`config.mk`:
```
export PLATFORM = sky130hd
export DESIGN_NAME = univ_shift_reg
export DESIGN_NICKNAME = d
export VERILOG_FILES = /design/src/rtl/usr_pkg.sv /design/src/rtl/usr_stage.sv /design/src/rtl/univ_shift_reg.sv
export SDC_FILE = /design/constraint.sdc
export NUM_CORES = 1
export LEC_CHECK = 0
export BUFFER_PORTS_ARGS = -buffer_cell sky130_fd_sc_hd__buf_4
export CORE_UTILIZATION = 44
export DETAILED_ROUTE_END_ITERATION = 16
export PLACE_DENSITY = 0.73
export REMOVE_ABC_BUFFERS = 1
export SETUP_SLACK_MARGIN = 0.02
export SLEW_MARGIN = 20
export SYNTH_ARGS = -nofsm -noshare
export SYNTH_HDL_FRONTEND = slang
export SYNTH_HIERARCHICAL = 1
export SYNTH_SLANG_ARGS = --single-unit
```
`constraint.sdc`:
```
create_clock -name clk -period 1.4 [get_ports clk]
set_input_delay 0.07 -clock clk [delete_from_list [all_inputs] [get_ports clk]]
set_output_delay 0.07 -clock clk [all_outputs]
set_load 0.02 [all_outputs]
```
`src/rtl/usr_pkg.sv`:
```
// Shared definitions for the universal shift register: operation encodings
// and the per-stage next-value select.
package usr_pkg;

  typedef logic [2:0] usr_mode_t;

  localparam usr_mode_t MODE_HOLD = 3'd0;
  localparam usr_mode_t MODE_SHF  = 3'd1;
  localparam usr_mode_t MODE_SHR  = 3'd2;
  localparam usr_mode_t MODE_LOAD = 3'd3;
  localparam usr_mode_t MODE_ROT  = 3'd4;
  localparam usr_mode_t MODE_CLR  = 3'd5;

  typedef enum logic [1:0] {
    SEL_HOLD  = 2'd0,
    SEL_LEFT  = 2'd1,
    SEL_RIGHT = 2'd2,
    SEL_PAR   = 2'd3
  } usr_sel_t;

  // Modes that push a new serial sample in and therefore advance the fill level.
  function automatic logic is_shift(input usr_mode_t m);
    return (m == MODE_SHF) || (m == MODE_SHR);
  endfunction

endpackage

```
`src/rtl/usr_stage.sv`:
```
// One WIDTH-bit stage of the universal shift register: a 4:1 next-value mux
// with synchronous clear in front of a register with async active-low clear.
module usr_stage
  import usr_pkg::*;
#(
  parameter int WIDTH = 1
) (
  input  logic             clk,
  input  logic             clear,
  input  logic             en,
  input  logic             sclr,
  input  usr_sel_t         sel,
  input  logic [WIDTH-1:0] left_in,
  input  logic [WIDTH-1:0] right_in,
  input  logic [WIDTH-1:0] par_in,
  output logic [WIDTH-1:0] q
);

  logic [WIDTH-1:0] q_r;
  logic [WIDTH-1:0] d_s;

  // Next-value select; synchronous clear overrides every other source.
  always_comb begin
    d_s = q_r;
    if (sclr) begin
      d_s = '0;
    end else begin
      case (sel)
        SEL_HOLD:  d_s = q_r;
        SEL_LEFT:  d_s = left_in;
        SEL_RIGHT: d_s = right_in;
        SEL_PAR:   d_s = par_in;
        default:   d_s = q_r;
      endcase
    end
  end

  // Stage register.
  always_ff @(posedge clk or negedge clear) begin
    if (!clear) begin
      q_r <= '0;
    end else if (en) begin
      q_r <= d_s;
    end else begin
      q_r <= q_r;
    end
  end

  assign q = q_r;

endmodule

```
`src/rtl/univ_shift_reg.sv`:
```
// Parametrised universal shift register: hold, shift either way, parallel
// load, forward rotate and synchronous clear, with a saturating fill count.
module univ_shift_reg
  import usr_pkg::*;
#(
  parameter int WIDTH = 1,
  parameter int DEPTH = 4,
  parameter int CW    = $clog2(DEPTH + 1)
) (
  input  logic               clk,
  input  logic               clear,
  input  logic               en,
  input  logic [2:0]         mode,
  input  logic [WIDTH-1:0]   ser_in,
  input  logic [DEPTH*WIDTH-1:0] par_in,
  output logic [DEPTH*WIDTH-1:0] par_out,
  output logic [WIDTH-1:0]   so_fwd,
  output logic [WIDTH-1:0]   so_rev,
  output logic [CW-1:0]      fill_cnt,
  output logic               full
);

  localparam logic [CW-1:0] FILL_MAX = CW'(DEPTH);

  logic [WIDTH-1:0] stage_s [DEPTH];
  usr_sel_t         sel_s;
  logic             sclr_s;
  logic             rot_s;
  logic [CW-1:0]    fill_nxt_s;
  logic [CW-1:0]    fill_cnt_r;
  logic             full_r;

  // Mode decode into stage controls and next fill level.
  always_comb begin
    sel_s      = SEL_HOLD;
    sclr_s     = 1'b0;
    rot_s      = 1'b0;
    fill_nxt_s = fill_cnt_r;
    case (mode)
      MODE_SHF:  sel_s = SEL_LEFT;
      MODE_SHR:  sel_s = SEL_RIGHT;
      MODE_LOAD: begin
        sel_s      = SEL_PAR;
        fill_nxt_s = FILL_MAX;
      end
      MODE_ROT: begin
        sel_s = SEL_LEFT;
        rot_s = 1'b1;
      end
      MODE_CLR: begin
        sclr_s     = 1'b1;
        fill_nxt_s = '0;
      end
      default: sel_s = SEL_HOLD;
    endcase
    if (is_shift(mode) && (fill_cnt_r != FILL_MAX)) begin
      fill_nxt_s = fill_cnt_r + CW'(1);
    end else begin
      fill_nxt_s = fill_nxt_s;
    end
  end

  // Stage 0 takes ser_in on a shift but wraps the last stage on a rotate.
  for (genvar i = 0; i < DEPTH; i++) begin : g_stage
    logic [WIDTH-1:0] left_s;
    logic [WIDTH-1:0] right_s;

    if (i == 0) begin : g_first
      assign left_s = rot_s ? stage_s[DEPTH-1] : ser_in;
    end else begin : g_mid_l
      assign left_s = stage_s[i-1];
    end

    if (i == DEPTH - 1) begin : g_last
      assign right_s = ser_in;
    end else begin : g_mid_r
      assign right_s = stage_s[i+1];
    end

    usr_stage #(.WIDTH(WIDTH)) u_stage (
      .clk      (clk),
      .clear    (clear),
      .en       (en),
      .sclr     (sclr_s),
      .sel      (sel_s),
      .left_in  (left_s),
      .right_in (right_s),
      .par_in   (par_in[i*WIDTH +: WIDTH]),
      .q        (stage_s[i])
    );

    assign par_out[i*WIDTH +: WIDTH] = stage_s[i];
  end

  // Fill level and full flag advance together.
  always_ff @(posedge clk or negedge clear) begin
    if (!clear) begin
      fill_cnt_r <= '0;
      full_r     <= 1'b0;
    end else if (en) begin
      fill_cnt_r <= fill_nxt_s;
      full_r     <= (fill_nxt_s == FILL_MAX);
    end else begin
      fill_cnt_r <= fill_cnt_r;
      full_r     <= full_r;
    end
  end

  assign so_fwd   = stage_s[DEPTH-1];
  assign so_rev   = stage_s[0];
  assign fill_cnt = fill_cnt_r;
  assign full     = full_r;

endmodule

```
======== Word level (Yosys, flattened, before mapping) ========
Index checks and enable logic that the tools add are counted.
word-level totals
  output and inout bits ................... 10
  register bits after elaboration ......... 8
  input port bits ......................... 11
cells by class
  $add $sub $neg .......................... 1
  eq/ne operators ......................... 11
  reductions and logical operators ........ 5
  mux-type cells .......................... 14
operators with widths
  kind                 number
  $pmux 1 s3           4
  $eq 3x3->1 const B   3
  $mux 1               7
  $eq 3x2->1 const B   2
  $pmux 2 s3           1
  $pmux 3 s2           1
  $eq 2x2->1 const B   2
  $add 3x1->3 const B  1
  $eq 3x1->1 const B   1
  $mux 3               1
  $ne 3x3->1 const B   1
  $eq 2x1->1 const B   1
  $logic_not 2->1      1
  $ne 2x1->1 const B   1
  $reduce_and 2->1     1
  $reduce_or 2->1      1
  $logic_and 1x1->1    1
  $logic_or 1x1->1     1

======== Depth between registers and ports, before layout ========
Gate-level depths: netlist of run 1.
  word-level depth ........................ 6
  mapped depth ............................ 6

======== Modules after synthesis ========
The synthesis of run 1 kept the hierarchy.
modules (own cells, without submodules)
  module          cells each  instances  area an instance (µm²)
  univ_shift_reg  47          1          400.4
  usr_stage       7           4          72.6

======== Worst setup path after synthesis of run 1 ========
No wires, ideal clock.
  kind .................................... register to register
  start ................................... register fill_cnt_r[0] (netlist: fill_cnt[0])
  end ..................................... register fill_cnt_r[1] (netlist: fill_cnt[1])
  data required time ...................... 1.275 ns
  setup time .............................. 0.125 ns
  arrival time ............................ 1.574 ns
  cell stages (with the launch flop) ...... 7
  path buffers ............................ 0
  path slack .............................. -0.299 ns
  cells stage by stage .................... dfrtp_1 inv_1 ha_1 nor4bb_2 o31ai_1 nand3_1 mux2_2
on the way
  word-level cells in the longest chain between the ends .. 3
ends and longest elaborated chain
  what                                                                 line                   text
  start: declaration                                                   univ_shift_reg.sv:30   logic [CW-1:0] fill_cnt_r;
  start signal: assignment                                             univ_shift_reg.sv:101  fill_cnt_r <= fill_nxt_s;
  start signal: assignment                                             univ_shift_reg.sv:104  fill_cnt_r <= fill_cnt_r;
  parallel branches: the longest is 2 deep, another holds $add 3x1->3  -
  $mux 3 *                                                             univ_shift_reg.sv:56   if (is_shift(mode) && (fill_cnt_r != FILL_MAX)) begin
Mark *: on every way between the ends.
A chain may end at the register's enable or synchronous reset.

======== Final worst setup path of run 1 ========
Ends and elaborated chain as after synthesis.

==> results of run 1 <==
flip-flops by register name, indices dropped and copies added (netlist names):
name	count
g_stage.u_stage/q	4
fill_cnt	3
full	1
final cells by class:
type                            count  area [sq um]
Timing Repair Buffer               32           243
Clock buffer                        3          22.5
Fill cell                         107           402
Inverter                            5          18.8
Multi-Input combinational cell     57           478
Tap cell                           15          18.8
Sequential cell                     8           200
cell families (layout without fill, tap and decap cells):
kind of cell | Yosys count | count (layout) | synth area share, %
compound gates | 25 | 25 | 27.9
flops | 8 | 8 | 29.0
mux | 6 | 6 | 9.06
simple gates | 24 | 24 | 22.6
buf+inv | 10 | 40 | 7.79
fa+ha+maj | 2 | 2 | 3.62
routing by layer:
layer  GRT usage (%)  share of wire [%]
met3            1.30                2.4
met4            9.68               0.29
met2            32.8                 47
met5               0                  0
met1            30.2                 50
worst max-delay path, stage by stage (launching register included):
cell and delay (ns):
dfrtp_1 0.37, inv_2 0.07, ha_4 0.16, and3b_1 0.19, o31ai_2 0.18, nand3_1 0.15, mux2_4 0.28
synthesized netlist by cell type, types with 2 or more instances:
library cell	number	share of area, %
nand3_1	2	1.4
buf_4	4	4.3
nor3b_1	7	7.6
dfrtp_1	8	29
o211ai_1	2	2.2
mux2i_1	4	5.8
nand2_1	3	1.6
o22a_1	4	5.1
ha_1	2	3.6
o21ai_0	3	2.2
inv_1	5	2.7
nor2b_1	6	5.4
nor2_1	2	1.1
o31ai_1	6	6.5
o21a_1	4	4.3
mux2_2	2	3.3
repair_timing:
action / 4_1_cts / 5_1_grt
cloned: 0 / 0
hold buffers: 1 / 0
endpoints found under the setup margin: 4 / 4
setup buffers: 2 / 0
pin swaps: 5 / 5
hold endpoints to repair: 8 / 0
gates resized for setup: 7 / 4
report_power, final:
group	switching [mW]	total [mW]	internal, mW
Sequential	0.0568	0.350	0.293
Combinational	0.345	0.722	0.377
Clock	0.0784	0.177	0.0981
Total	0.480	1.25	0.767
metrics by stage:
stage | power [mW] | TNS, ns | cells | hold slack, ns | setup slack, ns
final | 1.25 | -0.321 | 120 | 0.120 | -0.116
after floorplan | 0.687 | -1.41 | 70 | -0.226 | -0.299
after global placement | 0.951 | -0.271 | 114 | -0.108 | -0.116
after global routing | 1.33 | -0.620 | 120 | 0.113 | -0.204
after CTS | 1.24 | -0.231 | 120 | 0.0981 | -0.0913
after detailed placement | 0.964 | -0.554 | 114 | -0.106 | -0.210
worst max-delay path by stage:
stage | from | to | cells past startpoint
floorplan | fill_cnt[0] | fill_cnt[1] | 6
global placement | fill_cnt[0] | fill_cnt[1] | 6
detailed placement | fill_cnt[0] | full | 6
CTS | fill_cnt[0] | full | 6
global route | fill_cnt[0] | fill_cnt[1] | 6
finish | fill_cnt[0] | fill_cnt[1] | 6
==> metrics.txt, run 1 <==
# TYPE chip_impl_metric gauge
chip_impl_info{name="run_status",value="finished with violations"} 1
chip_impl_info{name="violations_in_the_final_reports",value="setup timing"} 1
chip_impl_metric{name="floorplan.die.width",unit="um"} 41.6
chip_impl_info{name="worstHoldEndpoint",value="fill_cnt[2]"} 1
chip_impl_info{name="critical_setup_path_kind",value="register to register"} 1
chip_impl_info{name="cts_tree",value="done"} 1
chip_impl_metric{name="initial_standard_cell_utilization_of_the_core",unit="%"} 50.0
chip_impl_metric{name="design.final.nets",unit=""} 120
chip_impl_metric{name="drt-pass1-iter-count",unit=""} 4
chip_impl_metric{name="period_share",unit="%"} 108
chip_impl_metric{name="setup_viol_count_final",unit=""} 4
chip_impl_metric{name="power_density",unit="mW/mm^2"} 1270
chip_impl_info{name="regToRegStartpoint",value="fill_cnt[0]"} 1
chip_impl_metric{name="synth.ff_latch_count",unit=""} 8
chip_impl_metric{name="postSynthCellCount",unit=""} 75
chip_impl_metric{name="fin_skew",unit="ns"} 0.000168
chip_impl_metric{name="core_outline_area",unit="sq mm"} 0.00138
chip_impl_metric{name="drv_cap",unit=""} 0
chip_impl_metric{name="ir_worst_vdd",unit="mV"} 0.846
chip_impl_metric{name="tritoncts_num_sinks",unit=""} 8
chip_impl_metric{name="number_of_global_route_vias_before_repair",unit=""} 648
chip_impl_metric{name="worst-slew-pin-transition",unit="ns"} 0.298
chip_impl_metric{name="route.detailed.wl_per_inst",unit="um"} 14.1
chip_impl_metric{name="rrSetupSlack",unit="ns"} -0.12
chip_impl_info{name="root_buffer",value="clkbuf_4"} 1
chip_impl_metric{name="ioPinCount",unit=""} 21
chip_impl_metric{name="max-slew-margin-rel",unit="%"} 80.1
chip_impl_metric{name="post-route-drc-count",unit=""} 0
chip_impl_info{name="critical_path.reg2reg.endpoint",value="fill_cnt[1]"} 1
chip_impl_metric{name="layout-area-overhead-vs-synth",unit="%"} 42.0
chip_impl_info{name="layout.cells.most_common",value="buf_4"} 1
chip_impl_metric{name="cts_inserted_buffers",unit=""} 3
chip_impl_metric{name="syn_area_per_cell",unit="sq um"} 9.21
chip_impl_metric{name="vias_per_cell",unit=""} 5.74
chip_impl_metric{name="globalplace.congestion",unit=""} 0.907
chip_impl_metric{name="syn-cell-area",unit="sq um"} 691
chip_impl_metric{name="timing.final.hold_violations",unit=""} 0
chip_impl_metric{name="power_leakage",unit="nW"} 0.458
chip_impl_metric{name="floorplan.die.height",unit="um"} 41.6
chip_impl_metric{name="worstPathRequired",unit="ns"} 1.54
chip_impl_metric{name="antenna_found_initial",unit=""} 0
chip_impl_metric{name="worstRegToRegCells",unit=""} 6
chip_impl_metric{name="cts.clk_slew.worst_paths",unit="ns"} 0.06
chip_impl_metric{name="floorplan.rows",unit=""} 13
chip_impl_metric{name="cts_htree_levels",unit=""} 1
chip_impl_metric{name="grtUsageTotal",unit="%"} 21.2
chip_impl_metric{name="routed-via-count",unit=""} 689
chip_impl_metric{name="grt_pass1_wl",unit="um"} 2910
chip_impl_metric{name="post-route-worst-setup-slack",unit="ns"} -0.116
chip_impl_metric{name="floorplan.die_area",unit="sq mm"} 0.00173
chip_impl_metric{name="dpl_cell_area",unit="sq um"} 892
chip_impl_metric{name="total_detailed_routing_wirelength",unit="um"} 1700
chip_impl_metric{name="fraction_of_layout_instances_using_a_drive_strength_above_1",unit="%"} 41.9
chip_impl_info{name="hp-start",value="en"} 1
chip_impl_info{name="layout.cells.most_common_list",value="buf_4, dfrtp_1, nor3b_1, nor2b_1"} 1
chip_impl_metric{name="synthesis.yosys.warnings",unit=""} 6
chip_impl_metric{name="cts.path.max_buffers",unit=""} 2
chip_impl_metric{name="grt_start_max_net_pins",unit=""} 14
chip_impl_metric{name="first_iter_violations",unit=""} 7
chip_impl_metric{name="synth_enable_flop_cells",unit=""} 0
chip_impl_metric{name="synth_cell_types",unit=""} 27
chip_impl_metric{name="worst_hold_path.num_cells",unit=""} 2
chip_impl_metric{name="timing.fmax",unit="GHz"} 0.660
chip_impl_metric{name="grt.overflow.total",unit=""} 0
chip_impl_metric{name="report.final.slew_viol_count",unit=""} 0
chip_impl_metric{name="shortest_clock_period_the_worst_path_allows_after_layout",unit="ns"} 1.52
chip_impl_info{name="hold_path_class",value="input pin to register"} 1
chip_impl_metric{name="io_buffer_count",unit=""} 20
chip_impl_metric{name="arrival",unit="ns"} 1.65
chip_impl_info{name="endpoint_kind",value="register"} 1
chip_impl_metric{name="fin_area",unit="sq um"} 981
chip_impl_info{name="grt_setup_unrepaired",value="yes"} 1
chip_impl_metric{name="clock_insertion_delay_worst_skew",unit="ns"} 0.25
chip_impl_metric{name="synth_sequential_area_ratio",unit="%"} 29.0
chip_impl_metric{name="antenna_cells_inserted",unit=""} 0
chip_impl_info{name="synth-main-ff-cell",value="dfrtp_1"} 1
chip_impl_metric{name="crit_fanout",unit=""} 3
chip_impl_metric{name="detailedPlacementHpwl",unit="um"} 1200
chip_impl_metric{name="final_core_util",unit="%"} 71.0
chip_impl_metric{name="synth-async-reset-ratio",unit="%"} 100
chip_impl_metric{name="drtAntennaViolNets",unit=""} 0
chip_impl_info{name="startpoint_type_of_the_worst_setup_path",value="register"} 1
No activity file was read; power rests on OpenSTA's default activity.
==> run 2, diff against run 1 <==
SKIP_CTS_REPAIR_TIMING = 1   (was default)
==> run 2 against run 1 <==
Net effect:
- the run still ends with setup timing left
- non-clock buffer count down 1
- global-route usage down 1.5 points
- first-iteration DRC count up 86%
- sequential share of layout area up 0.34 points
- critical path type unchanged
- via count down 1.9%
- largest cell class unchanged
- fmax about the same
- die area unchanged
- final area down 1.7%
==> metrics.txt, run 2 (synthesized netlist as in run 1, its figures left out) <==
# TYPE chip_impl_metric gauge
chip_impl_info{name="critical_setup_path_kind",value="register to register"} 1
chip_impl_metric{name="max-slew-margin-rel",unit="%"} 81.3
chip_impl_metric{name="first_iter_violations",unit=""} 13
chip_impl_metric{name="total_detailed_routing_wirelength",unit="um"} 1680
chip_impl_info{name="layout.cells.most_common_list",value="buf_4, dfrtp_1, nor3b_1, nor2b_1, o31ai_1"} 1
chip_impl_metric{name="post-route-worst-setup-slack",unit="ns"} -0.116
chip_impl_metric{name="worst-slew-pin-transition",unit="ns"} 0.280
chip_impl_metric{name="report.final.slew_viol_count",unit=""} 0
chip_impl_metric{name="design.final.nets",unit=""} 119
chip_impl_metric{name="globalplace.congestion",unit=""} 0.907
chip_impl_metric{name="antenna_found_initial",unit=""} 0
chip_impl_metric{name="route.detailed.wl_per_inst",unit="um"} 14.1
chip_impl_metric{name="crit_fanout",unit=""} 3
chip_impl_info{name="hold_path_class",value="input pin to register"} 1
chip_impl_info{name="layout.cells.most_common",value="buf_4"} 1
chip_impl_metric{name="antenna_cells_inserted",unit=""} 0
chip_impl_metric{name="cts_inserted_buffers",unit=""} 3
chip_impl_metric{name="worst_hold_slack",unit="ns"} 0.120
chip_impl_metric{name="power_leakage",unit="nW"} 0.455
chip_impl_metric{name="number_of_global_route_vias_before_repair",unit=""} 629
chip_impl_metric{name="grt_pass1_wl",unit="um"} 2720
chip_impl_metric{name="detailedPlacementHpwl",unit="um"} 1200
chip_impl_metric{name="drt-pass1-iter-count",unit=""} 4
chip_impl_metric{name="drtAntennaViolNets",unit=""} 0
chip_impl_info{name="root_buffer",value="clkbuf_4"} 1
chip_impl_metric{name="clock_insertion_delay_worst_skew",unit="ns"} 0.25
chip_impl_info{name="violations_in_the_final_reports",value="setup timing"} 1
chip_impl_metric{name="core_outline_area",unit="sq mm"} 0.00138
chip_impl_metric{name="grt.overflow.total",unit=""} 0
chip_impl_info{name="cp-startpoint",value="fill_cnt[1]"} 1
chip_impl_metric{name="vias_per_cell",unit=""} 5.68
chip_impl_metric{name="shortest_clock_period_the_worst_path_allows_after_layout",unit="ns"} 1.52
chip_impl_metric{name="cts.clk_slew.worst_paths",unit="ns"} 0.06
chip_impl_metric{name="grtUsageTotal",unit="%"} 19.7
chip_impl_metric{name="cts.path.max_buffers",unit=""} 2
chip_impl_metric{name="power_density",unit="mW/mm^2"} 1280
chip_impl_metric{name="floorplan.rows",unit=""} 13
chip_impl_metric{name="post-route-drc-count",unit=""} 0
chip_impl_metric{name="floorplan.die_area",unit="sq mm"} 0.00173
chip_impl_info{name="grt_setup_unrepaired",value="yes"} 1
chip_impl_metric{name="multiInputGateArea",unit="sq um"} 469
chip_impl_metric{name="routed-via-count",unit=""} 676
chip_impl_metric{name="io_buffer_count",unit=""} 20
chip_impl_metric{name="period_share",unit="%"} 108
chip_impl_metric{name="final_core_util",unit="%"} 69.8
chip_impl_metric{name="floorplan.die.height",unit="um"} 41.6
chip_impl_metric{name="cts_htree_levels",unit=""} 1
chip_impl_metric{name="fraction_of_layout_instances_using_a_drive_strength_above_1",unit="%"} 40.4
chip_impl_metric{name="worstPathRequired",unit="ns"} 1.54
chip_impl_metric{name="ioPinCount",unit=""} 21
chip_impl_info{name="cts_tree",value="done"} 1
chip_impl_metric{name="setup_viol_count_final",unit=""} 4
chip_impl_metric{name="timing.final.hold_violations",unit=""} 0
chip_impl_info{name="run_status",value="finished with violations"} 1
chip_impl_metric{name="layout-area-overhead-vs-synth",unit="%"} 39.7
chip_impl_info{name="startpoint_type_of_the_worst_setup_path",value="register"} 1
chip_impl_metric{name="timing.fmax",unit="GHz"} 0.659
chip_impl_metric{name="fin_skew",unit="ns"} 0.000167
chip_impl_metric{name="arrival",unit="ns"} 1.65
chip_impl_metric{name="fin_tns_setup",unit="ns"} -0.266
chip_impl_metric{name="drv_cap",unit=""} 0
chip_impl_metric{name="grt_start_max_net_pins",unit=""} 14
chip_impl_metric{name="initial_standard_cell_utilization_of_the_core",unit="%"} 50.0
chip_impl_info{name="endpoint_kind",value="register"} 1
chip_impl_metric{name="floorplan.die.width",unit="um"} 41.6
chip_impl_metric{name="tritoncts_num_sinks",unit=""} 8
chip_impl_metric{name="ir_worst_vdd",unit="mV"} 0.835
chip_impl_info{name="regToRegStartpoint",value="fill_cnt[1]"} 1
chip_impl_metric{name="largest_register_ffs",unit=""} 4
chip_impl_metric{name="seq_area",unit="sq um"} 200
chip_impl_metric{name="number_of_filler_cells_placed_in_the_layout",unit=""} 107
chip_impl_info{name="hp-start",value="en"} 1
-- run 2: final timing paths --
kind                                              to  slack (ns)  cells after the start
worst max-delay path                     fill_cnt[1]       -0.12                      6
worst min-delay path                     fill_cnt[2]        0.12                      2
worst max register to register           fill_cnt[1]       -0.12                      6
worst min register to register                  full        0.53                      2
max in group asynchronous       g_stage[2].u_stage/q        1.11                      2
min in group asynchronous                fill_cnt[0]        0.17                      2
-- run 2: worst max-delay path, stage by stage (launching register included) --
cell and delay [ns]:
dfrtp_1 0.37, inv_2 0.06, ha_4 0.16, nor4bb_4 0.15
o31ai_1 0.24, nand3_1 0.15, mux2_4 0.28
-- run 2: where the power goes --
part	switching, mW	internal (mW)
sequential	0.0590	0.293
combinational	0.337	0.366
clock	0.0785	0.0981
-- run 2: stage by stage --
stage               instances  setup WS, ns  power, mW  area (sq um)
floorplan                  70        -0.299      0.687           656
CTS                       117        -0.239       1.15           915
global route              119        -0.205       1.32           965
global placement          114        -0.116      0.951           892
finish                    119        -0.116       1.23           965
detailed placement        114        -0.210      0.964           892
-- run 2: routing by layer --
metal	GRT usage [%]	part of all wire (%)	routed length, um	vias to the layer above
met2	31.3	48	797	14
met5	0	0	0	-
met1	26.6	49	826	322
li1	-	-	-	338
met4	10.3	0.30	5	0
met3	1.74	2.7	46	2
-- run 2: area by class of cell --
class                           count  share of cell area, %
Tap cell                           15                   1.95
Sequential cell                     8                   20.8
Clock buffer                        3                   2.33
Multi-Input combinational cell     57                   48.6
Timing Repair Buffer               31                   24.4
Inverter                            5                   1.95
